<file path="src/rtl/timer_pkg.sv">
// Shared types and constants for the timer dispatch block.
//   delay_t  : 5-bit delay value carried from the request queue to the timer
//   state_t  : dispatcher FSM state (IDLE / ISSUE / WAIT)
//   WD_LIMIT_DEF : default watchdog limit in cycles for one timer run
package timer_pkg;

  localparam int DELAY_W      = 5;
  localparam int WD_LIMIT_DEF = 40;

  typedef logic [DELAY_W-1:0] delay_t;

  typedef enum logic [1:0] {
    IDLE  = 2'd0,
    ISSUE = 2'd1,
    WAIT  = 2'd2
  } state_t;

endpackage

</file>
<file path="src/rtl/dispatch_fifo.sv">
// Request queue for the timer dispatcher: DEPTH-entry FIFO of delay values.
//   clk, rst      : clock, synchronous active-high reset
//   push, wr_data : write request (ignored when full)
//   pop, rd_data  : read request (ignored when empty); rd_data shows the head
//   full, empty   : occupancy flags decoded from the level register
//   level         : current occupancy, 0..DEPTH
module dispatch_fifo
  import timer_pkg::*;
#(
  parameter int DEPTH = 4
) (
  input  logic                   clk,
  input  logic                   rst,
  input  logic                   push,
  input  delay_t                 wr_data,
  input  logic                   pop,
  output delay_t                 rd_data,
  output logic                   full,
  output logic                   empty,
  output logic [$clog2(DEPTH):0] level
);

  localparam int AW = $clog2(DEPTH);
  localparam int LW = AW + 1;

  delay_t          mem [DEPTH];
  logic [AW-1:0]   wr_ptr;
  logic [AW-1:0]   rd_ptr;
  logic            do_push;
  logic            do_pop;

  assign full    = (level == LW'(DEPTH));
  assign empty   = (level == '0);
  assign do_push = push & ~full;
  assign do_pop  = pop & ~empty;
  assign rd_data = mem[rd_ptr];

  // Storage carries no reset; only pointers and level define validity.
  always_ff @(posedge clk) begin
    if (do_push) mem[wr_ptr] <= wr_data;
  end

  // DEPTH is a power of two, so pointer wrap is plain binary overflow.
  always_ff @(posedge clk) begin
    if (rst) begin
      wr_ptr <= '0;
      rd_ptr <= '0;
      level  <= '0;
    end else begin
      if (do_push) wr_ptr <= wr_ptr + 1'b1;
      if (do_pop)  rd_ptr <= rd_ptr + 1'b1;
      case ({do_push, do_pop})
        2'b10:   level <= level + 1'b1;
        2'b01:   level <= level - 1'b1;
        default: level <= level;
      endcase
    end
  end

endmodule

</file>
<file path="src/rtl/timer_dispatch.sv">
// Timer dispatcher: queues delay requests and feeds them one at a time to a
// downstream timer, guarding each run with a watchdog.
//   clk, rst                 : clock, synchronous active-high reset
//   req_valid/req_delay      : delay request offer; accepted when req_ready
//   req_ready                : queue has room (level < DEPTH)
//   tmr_in/tmr_in_valid      : one-cycle load strobe and value to the timer
//   tmr_done                 : timer expiry pulse, honoured only in WAIT
//   done_pulse/err_pulse     : one-cycle completion / watchdog-timeout pulses
//   busy                     : FSM outside IDLE
//   level                    : queue occupancy
module timer_dispatch
  import timer_pkg::*;
#(
  parameter int DEPTH    = 4,
  parameter int WD_LIMIT = WD_LIMIT_DEF
) (
  input  logic                   clk,
  input  logic                   rst,
  input  logic                   req_valid,
  input  delay_t                 req_delay,
  output logic                   req_ready,
  output delay_t                 tmr_in,
  output logic                   tmr_in_valid,
  input  logic                   tmr_done,
  output logic                   done_pulse,
  output logic                   err_pulse,
  output logic                   busy,
  output logic [$clog2(DEPTH):0] level
);

  localparam int WD_W = $clog2(WD_LIMIT + 1);
  localparam logic [WD_W-1:0] WD_LIM = WD_W'(WD_LIMIT);

  state_t          state;
  delay_t          held;
  delay_t          head;
  logic [WD_W-1:0] wd;
  logic [WD_W-1:0] wd_inc;
  logic            fifo_full;
  logic            fifo_empty;
  logic            push;
  logic            pop;

  // Ready comes from the registered level only, so a slot freed by a pop
  // becomes visible one cycle later.
  assign req_ready = ~fifo_full;
  assign push      = req_valid & req_ready;
  assign pop       = (state == IDLE) & ~fifo_empty;
  assign wd_inc    = wd + 1'b1;

  dispatch_fifo #(
    .DEPTH (DEPTH)
  ) u_fifo (
    .clk     (clk),
    .rst     (rst),
    .push    (push),
    .wr_data (req_delay),
    .pop     (pop),
    .rd_data (head),
    .full    (fifo_full),
    .empty   (fifo_empty),
    .level   (level)
  );

  always_ff @(posedge clk) begin
    if (rst) begin
      state        <= IDLE;
      held         <= '0;
      wd           <= '0;
      tmr_in       <= '0;
      tmr_in_valid <= 1'b0;
      done_pulse   <= 1'b0;
      err_pulse    <= 1'b0;
      busy         <= 1'b0;
    end else begin
      tmr_in_valid <= 1'b0;
      done_pulse   <= 1'b0;
      err_pulse    <= 1'b0;
      case (state)
        IDLE: begin
          if (pop) begin
            held <= head;
            // A zero delay completes on the spot; the timer never sees it.
            if (head == '0) begin
              done_pulse <= 1'b1;
            end else begin
              state <= ISSUE;
              busy  <= 1'b1;
            end
          end
        end
        ISSUE: begin
          tmr_in_valid <= 1'b1;
          tmr_in       <= held;
          wd           <= '0;
          state        <= WAIT;
        end
        WAIT: begin
          wd <= (wd == WD_LIM) ? wd : wd_inc;
          // tmr_done takes priority over a watchdog expiry on the same edge.
          if (tmr_done) begin
            done_pulse <= 1'b1;
            state      <= IDLE;
            busy       <= 1'b0;
          end else if (wd_inc >= WD_LIM) begin
            err_pulse <= 1'b1;
            state     <= IDLE;
            busy      <= 1'b0;
          end
        end
        default: begin
          state <= IDLE;
          busy  <= 1'b0;
        end
      endcase
    end
  end

endmodule

</file>
<file path="config.mk">
export PLATFORM = sky130hd
export DESIGN_NAME = timer_dispatch
export DESIGN_NICKNAME = d
export VERILOG_FILES = /design/src/rtl/timer_pkg.sv /design/src/rtl/dispatch_fifo.sv /design/src/rtl/timer_dispatch.sv
export SDC_FILE = /design/constraint.sdc
export NUM_CORES = 1
export LEC_CHECK = 0
export ABC_CLOCK_PERIOD_IN_PS = 5000
export CORE_MARGIN = 2
export CORE_UTILIZATION = 45
export CTS_BUF_LIST = sky130_fd_sc_hd__clkbuf_4 sky130_fd_sc_hd__clkbuf_8 sky130_fd_sc_hd__clkbuf_16
export DETAILED_ROUTE_END_ITERATION = 10
export GPL_ROUTABILITY_DRIVEN = 0
export PLACE_DENSITY = 0.65
export SLEW_MARGIN = 20
export SYNTH_ARGS = -nofsm -noshare
export SYNTH_HDL_FRONTEND = slang
export SYNTH_SLANG_ARGS = --single-unit
</file>
<file path="constraint.sdc">
create_clock -name clk -period 5 [get_ports clk]
set_clock_uncertainty 0.1 [all_clocks]
set_input_delay 0.5 -clock clk [delete_from_list [all_inputs] [get_ports clk]]
set_output_delay 0.5 -clock clk [all_outputs]
set_load 0.02 [all_outputs]
</file>
Word level (Yosys, flattened, before mapping)
Memory sizes are Yosys's and may differ from the RTL's. A register that Yosys moved wholly into a read port is not among the register bits.
Index checks and enable logic that the tools add are counted.
Word-level totals
  logic and storage cells: 69
  input bits: 9
  flip-flop bits (word level): 29
  memories kept: 1
  bits in writable memories: 20
  output and inout bits: 13
Memories
  u_fifo.mem: depth 4, width 5, rd ports 1, clocked after Yosys merged registers in 1, write ports 1, line dispatch_fifo.sv:26  | delay_t mem [DEPTH];
Operators by class
  bitwise gates (word level): 8
  muxes and demuxes: 23
  reductions and logical operators: 10
  add/subtract/negate cells: 5
  $lt $le $gt $ge: 1
  equality and inequality tests: 10
Operators by type and width (count)
  $mux 2: 6
  $pmux 6 s2: 1
  $mux 1: 11
  $add 6x1->6 const B: 1
  $eq 6x6->1 const B: 1
  $ge 6x6->1 const B: 1
  $mux 6: 1
  $pmux 2 s3: 1
  $pmux 3 s2: 1
  $logic_not 5->1: 1
  $add 2x1->2 const B: 2
  $and 1x1->1: 4
  $eq 2x1->1 const B: 2
  $eq 2x2->1 const B: 2
  $ne 2x2->1 const B: 2
  $not 1->1: 4
  $reduce_and 2->1: 2
  $reduce_and 4->1: 1
  $reduce_bool 2->1: 2
  $add 3x1->3 const B: 1
  $eq 3x3->1 const B: 1
  $logic_not 3->1: 1
  $ne 3x3->1 const B: 1
  $pmux 1 s3: 1
  6 further kinds: 6

Logic depth before layout (Yosys ltp)
  word-level depth: 6
  gate-level depth with buffers: 10
  mapped depth without buffers: 10

Modules after synthesis
From an unflattened synthesis, not the netlist that was laid out.
Unflattened totals
  cell total of the unflattened synthesis: 194
  area total of the unflattened synthesis: 2143.3 µm²
By module, submodules not included
  dispatch_fifo: area an instance 1193.6 µm², instances 1, sequential area each 780.7 µm², cells an instance 80
  timer_dispatch: area an instance 949.7 µm², instances 1, sequential area each 440.4 µm², cells an instance 114

Worst setup path after synthesis
OpenSTA, ideal clock, no wires.
  kind: reg-to-reg
  start point: register u_fifo.level[0]
  end point: register u_fifo.level[2]
  path buffers: 1
  period minus slack after synthesis: 2.467 ns
  setup time: 0.071 ns
  cell stages (with the launch flop): 10
  slack: 2.533 ns
  data arrival time: 2.297 ns
  required time: 4.829 ns
  path through: dfxtp_1 > nor3_1 > nor3_1 > buf_1 > ha_1 > inv_1 > fa_1 > xor2_1 > or3_1 > a21oi_1
Between the ends
  longest elaborated chain between the ends: 6
  elaborated cells between the ends (all ways): 14
  those cells by class: add/sub: 2; eq/ne: 3; mux: 1; bitwise: 6; reduce/logical: 2
RTL lines
  start: declaration: line dispatch_fifo.sv:20  | output logic [$clog2(DEPTH):0] level
  start signal: assignment: line dispatch_fifo.sv:53  | 2'b10: level <= level + 1'b1;
  start signal: assignment: line dispatch_fifo.sv:54  | 2'b01: level <= level - 1'b1;
  start signal: assignment: line dispatch_fifo.sv:55  | default: level <= level;
  $logic_not 3->1 *: line dispatch_fifo.sv:33  | assign empty = (level == '0);
  $not 1->1 *: line dispatch_fifo.sv:35, timer_dispatch.sv:48
  $and 1x1->1: line timer_dispatch.sv:48  | assign pop = (state == IDLE) & ~fifo_empty;
  $and 1x1->1 *: line dispatch_fifo.sv:35  | assign do_pop = pop & ~empty;
  net u_fifo.do_pop: line dispatch_fifo.sv:30  | logic do_pop;
  $eq 2x1->1 / $eq 2x2->1 (equally long branches): line dispatch_fifo.sv:52  | case ({do_push, do_pop})
  $pmux 3 s2 / $reduce_bool 2->1 (equally long branches)
The timed path passes the listed nets; every way through them passes the cells marked *.
A chain may end at the register's enable or synchronous reset.

Worst setup path after layout
  start point: register u_fifo.level[0]
  end point: register u_fifo.level[2]
Between the ends
  longest elaborated chain between the ends: 6
  elaborated cells between the ends (all ways): 14
  those cells by class: add/sub: 2; eq/ne: 3; mux: 1; bitwise: 6; reduce/logical: 2
RTL lines (line)
  $eq 3x3->1 / $logic_not 3->1 (equally long branches): dispatch_fifo.sv:32, dispatch_fifo.sv:33
  $not 1->1 (on tied branches)
  $and 1x1->1 (on tied branches): timer_dispatch.sv:47, timer_dispatch.sv:48
  $and 1x1->1 (on tied branches): dispatch_fifo.sv:34, dispatch_fifo.sv:35
  $eq 2x1->1 / $eq 2x2->1 (equally long branches): dispatch_fifo.sv:52
  $pmux 3 s2 / $reduce_bool 2->1 (equally long branches)
Several ways; a longest one is shown, not always the timed one.

==> summary.md <==
| Metric | Value |
|---|---|
| Core box area | 0.004444 mm2 |
| Max VDD drop | 0.2303 mV |
| Ant diodes | 0 |
| Library cells used by synthesis | 38 |
| Root Buffer | clkbuf_8 |
| ANT nets after route | 0 |
| Max layer used | met4 |
| I/O Pins | 22 |
| Nets | 226 |
| Post-cts resize count | 0 |
| Clk slew on worst S/H paths | 90 ps |
| Final setup viols | 0 |
| Final Power | 1.226 mW |
| CP required | 5130 ps |
| Sequential cell area | 0.001221 mm2 |
| GRT Total Usage | 0.1553 |
| Power per cell area | 501.9 mW/mm2 |
| Least-Margin Pin Slew | 573.9 ps |
| Worst setup margin | 2659 ps |
| Tightest Hold Check Type | reg2reg |
| Die X-Extent | 72.45 um |
| Ranking of synthesized cells by area | dfxtp_1 29%, edfxtp_1 28%, mux4_2 5.3%, ha_1 4.2%, nor2_1 4.1% |
| DR WL/cell | 13.78 um |
| Final Cell Area | 0.002442 mm2 |
| Crit share post-route | 0.4682 |
| Met3 WL | 161 um |
| Antenna violations before repair | 0 |
| Postcts setup bufs | 0 |
| Fin cells | 262 |
| CTS Hold Bufs | 0 |
| Ys Warns | 0 |
| Clock sinks | 51 |
| WL final | 3.610 mm |
| Final slew viol count | 0 |
| FMAX | 427.1 MHz |
| RSZ-0062 raised after global routing | false |
| Crit path max fanout | 6 |
| # Max-Cap Violations | 0 |
| Most frequent cells in the layout | 31 x dfxtp_1, 23 x nor2_1, 20 x clkdlybuf4s50_1, 20 x edfxtp_1 |
| Row Count | 24 |
| Vias in the first global route | 1337 |
| Xor/xnor share of the synthesized area | 0.02077 |
| Initial core utilization | 0.4744 |
| Largest family of logic cells by synthesized area | simple AND/OR/NAND/NOR gates |
| Sequential area share after synthesis | 0.5792 |
| Clk_lat worst skew | 300 ps |
| Arrival time at the worst endpoint | 2470 ps |
| Dpl cells | 254 |
| Avg Cell Area, Syn | 11.27 um2 |
| Mapped cell area | 0.002108 mm2 |
| Met2 wire length | 1.714 mm |
| Vias per inst | 5.382 |
| Die height | 72.45 um |
| Clk buf depth | 2 |
| Dpl cell area | 0.002357 mm2 |
| Largest net degree at the start of global routing | 32 |
| Fraction of registers with async set or reset after synthesis | 0 |
| Multi-input logic area | 819.5 um2 |
| Post-synthesis register bit count | 51 |
| Final min period | 2341 ps |
| Place WS | 2353 ps |
| First-pass GRT wire length | 6.065 mm |
| Post-DP HPWL | 2.601 mm |
| Largest area contributor in the netlist | dfxtp_1 |
| Htree depth | 2 |
| Post-layout util | 0.5496 |
| Post-synthesis mux area share | 0.07715 |
| Met1 wire length | 1.653 mm |
| Hold Worst Slack | 361.7 ps |
| Status | complete, no violations |
| 1st-iter DRT viols | 100 |
| DR pass1 iterations | 4 |
| Startpoint Class | register |
| Area grow syn2layout | 15.85% |
| CTS tree | built |
| Gr ovfl total | 0 |
| Number of port buffers | 21 |
| Synth Area in Compound Gates | 0.07774 |
| Post-synth top area share | 0.2944 |
| Endpoint type of the worst setup path | register |
| Simple-gate area share of the yosys netlist | 0.1620 |
| Critical path class | reg2reg |
| Primary FF master, synth | dfxtp_1 |
| Num CTS Buffers | 5 |
| Slew margin rel. | 0.6174 |
| Full die area | 0.005248 mm2 |
| Drt drc | 0 |
| Synth Instances | 187 |
| Post-Synth Adder-Cell Area | 0.05104 |
| Setup TNS | 0 ps |
| Layout cell share with drive strength beyond 1 | 0.09048 |
| Final hold viol count | 0 |
| # fillers | 393 |
| Total number of vias | 1410 |
| Pleak | 0.8630 nW |
| Post-synth EDFFs | 20 |
| R2R setup slack | 2660 ps |
| Syn Nets | 204 |
| Most common cell after layout, fill and taps aside | dfxtp_1 |
[worst max-delay path, stage by stage (launching register included)]
cell	delay [ps]
dfxtp_1	350
inv_1	110
nand3_1	160
and2_1	240
inv_1	80
ha_1	180
inv_1	60
fa_1	370
xor2_1	160
or3_1	320
a21oi_1	140
[synthesized netlist by cell type (all sizes together), types with 4 or more instances]
library cell	number
ha	7
edfxtp	20
nor2	24
nand3	5
dfxtp	31
and3	6
nand2	17
mux2i	5
mux4	5
a21oi	17
clkbuf	4
nor3	4
inv	9
[routing by layer]
layer	up-vias	track usage
met5	-	0
met3	8	0.05000
met2	28	0.2559
met4	0	0.06790
met1	671	0.1871
li1	703	-
[sequential cells by signal (all words and copies together) (netlist names), named ones only]
register,flops
u_fifo.mem,20
u_fifo.wr_ptr,2
state,2
err_pulse,1
done_pulse,1
tmr_in_valid,1
wd,6
busy,1
tmr_in,5
u_fifo.rd_ptr,2
u_fifo.level,3
held,5
[final timing paths]
path,to,depth (start not counted),start
worst max-delay path,u_fifo.level[2],10,u_fifo.level[0]
worst min-delay path,tmr_in[1],2,tmr_in[1]
worst max register to register,u_fifo.level[2],10,u_fifo.level[0]
worst min register to register,tmr_in[1],2,tmr_in[1]
[layout make-up]
type                       instances  area share
multi-input combinational        120      0.3356
sequential                        51      0.5000
timing repair buffer              22     0.08709
inverter                           9     0.01383
clock buffer                       6     0.03125
clock inverter                     2    0.005635
tap                               52     0.02664
[logic make-up after synthesis]
| logic type | Yosys count |
|---|---|
| AO/OA/AOI/OAI | 28 |
| XOR/XNOR | 5 |
| adder cells (fa/ha/maj) | 8 |
| buffers and inverters | 16 |
| flip-flops | 51 |
| multiplexers | 10 |
| AND/OR/NAND/NOR | 69 |
[report_power, final]
part           switching (mW)  internal, mW
combinational           0.227         0.194
sequential             0.0605         0.510
clock                   0.129         0.104
Note: power is estimated with default switching activity, not from simulation.
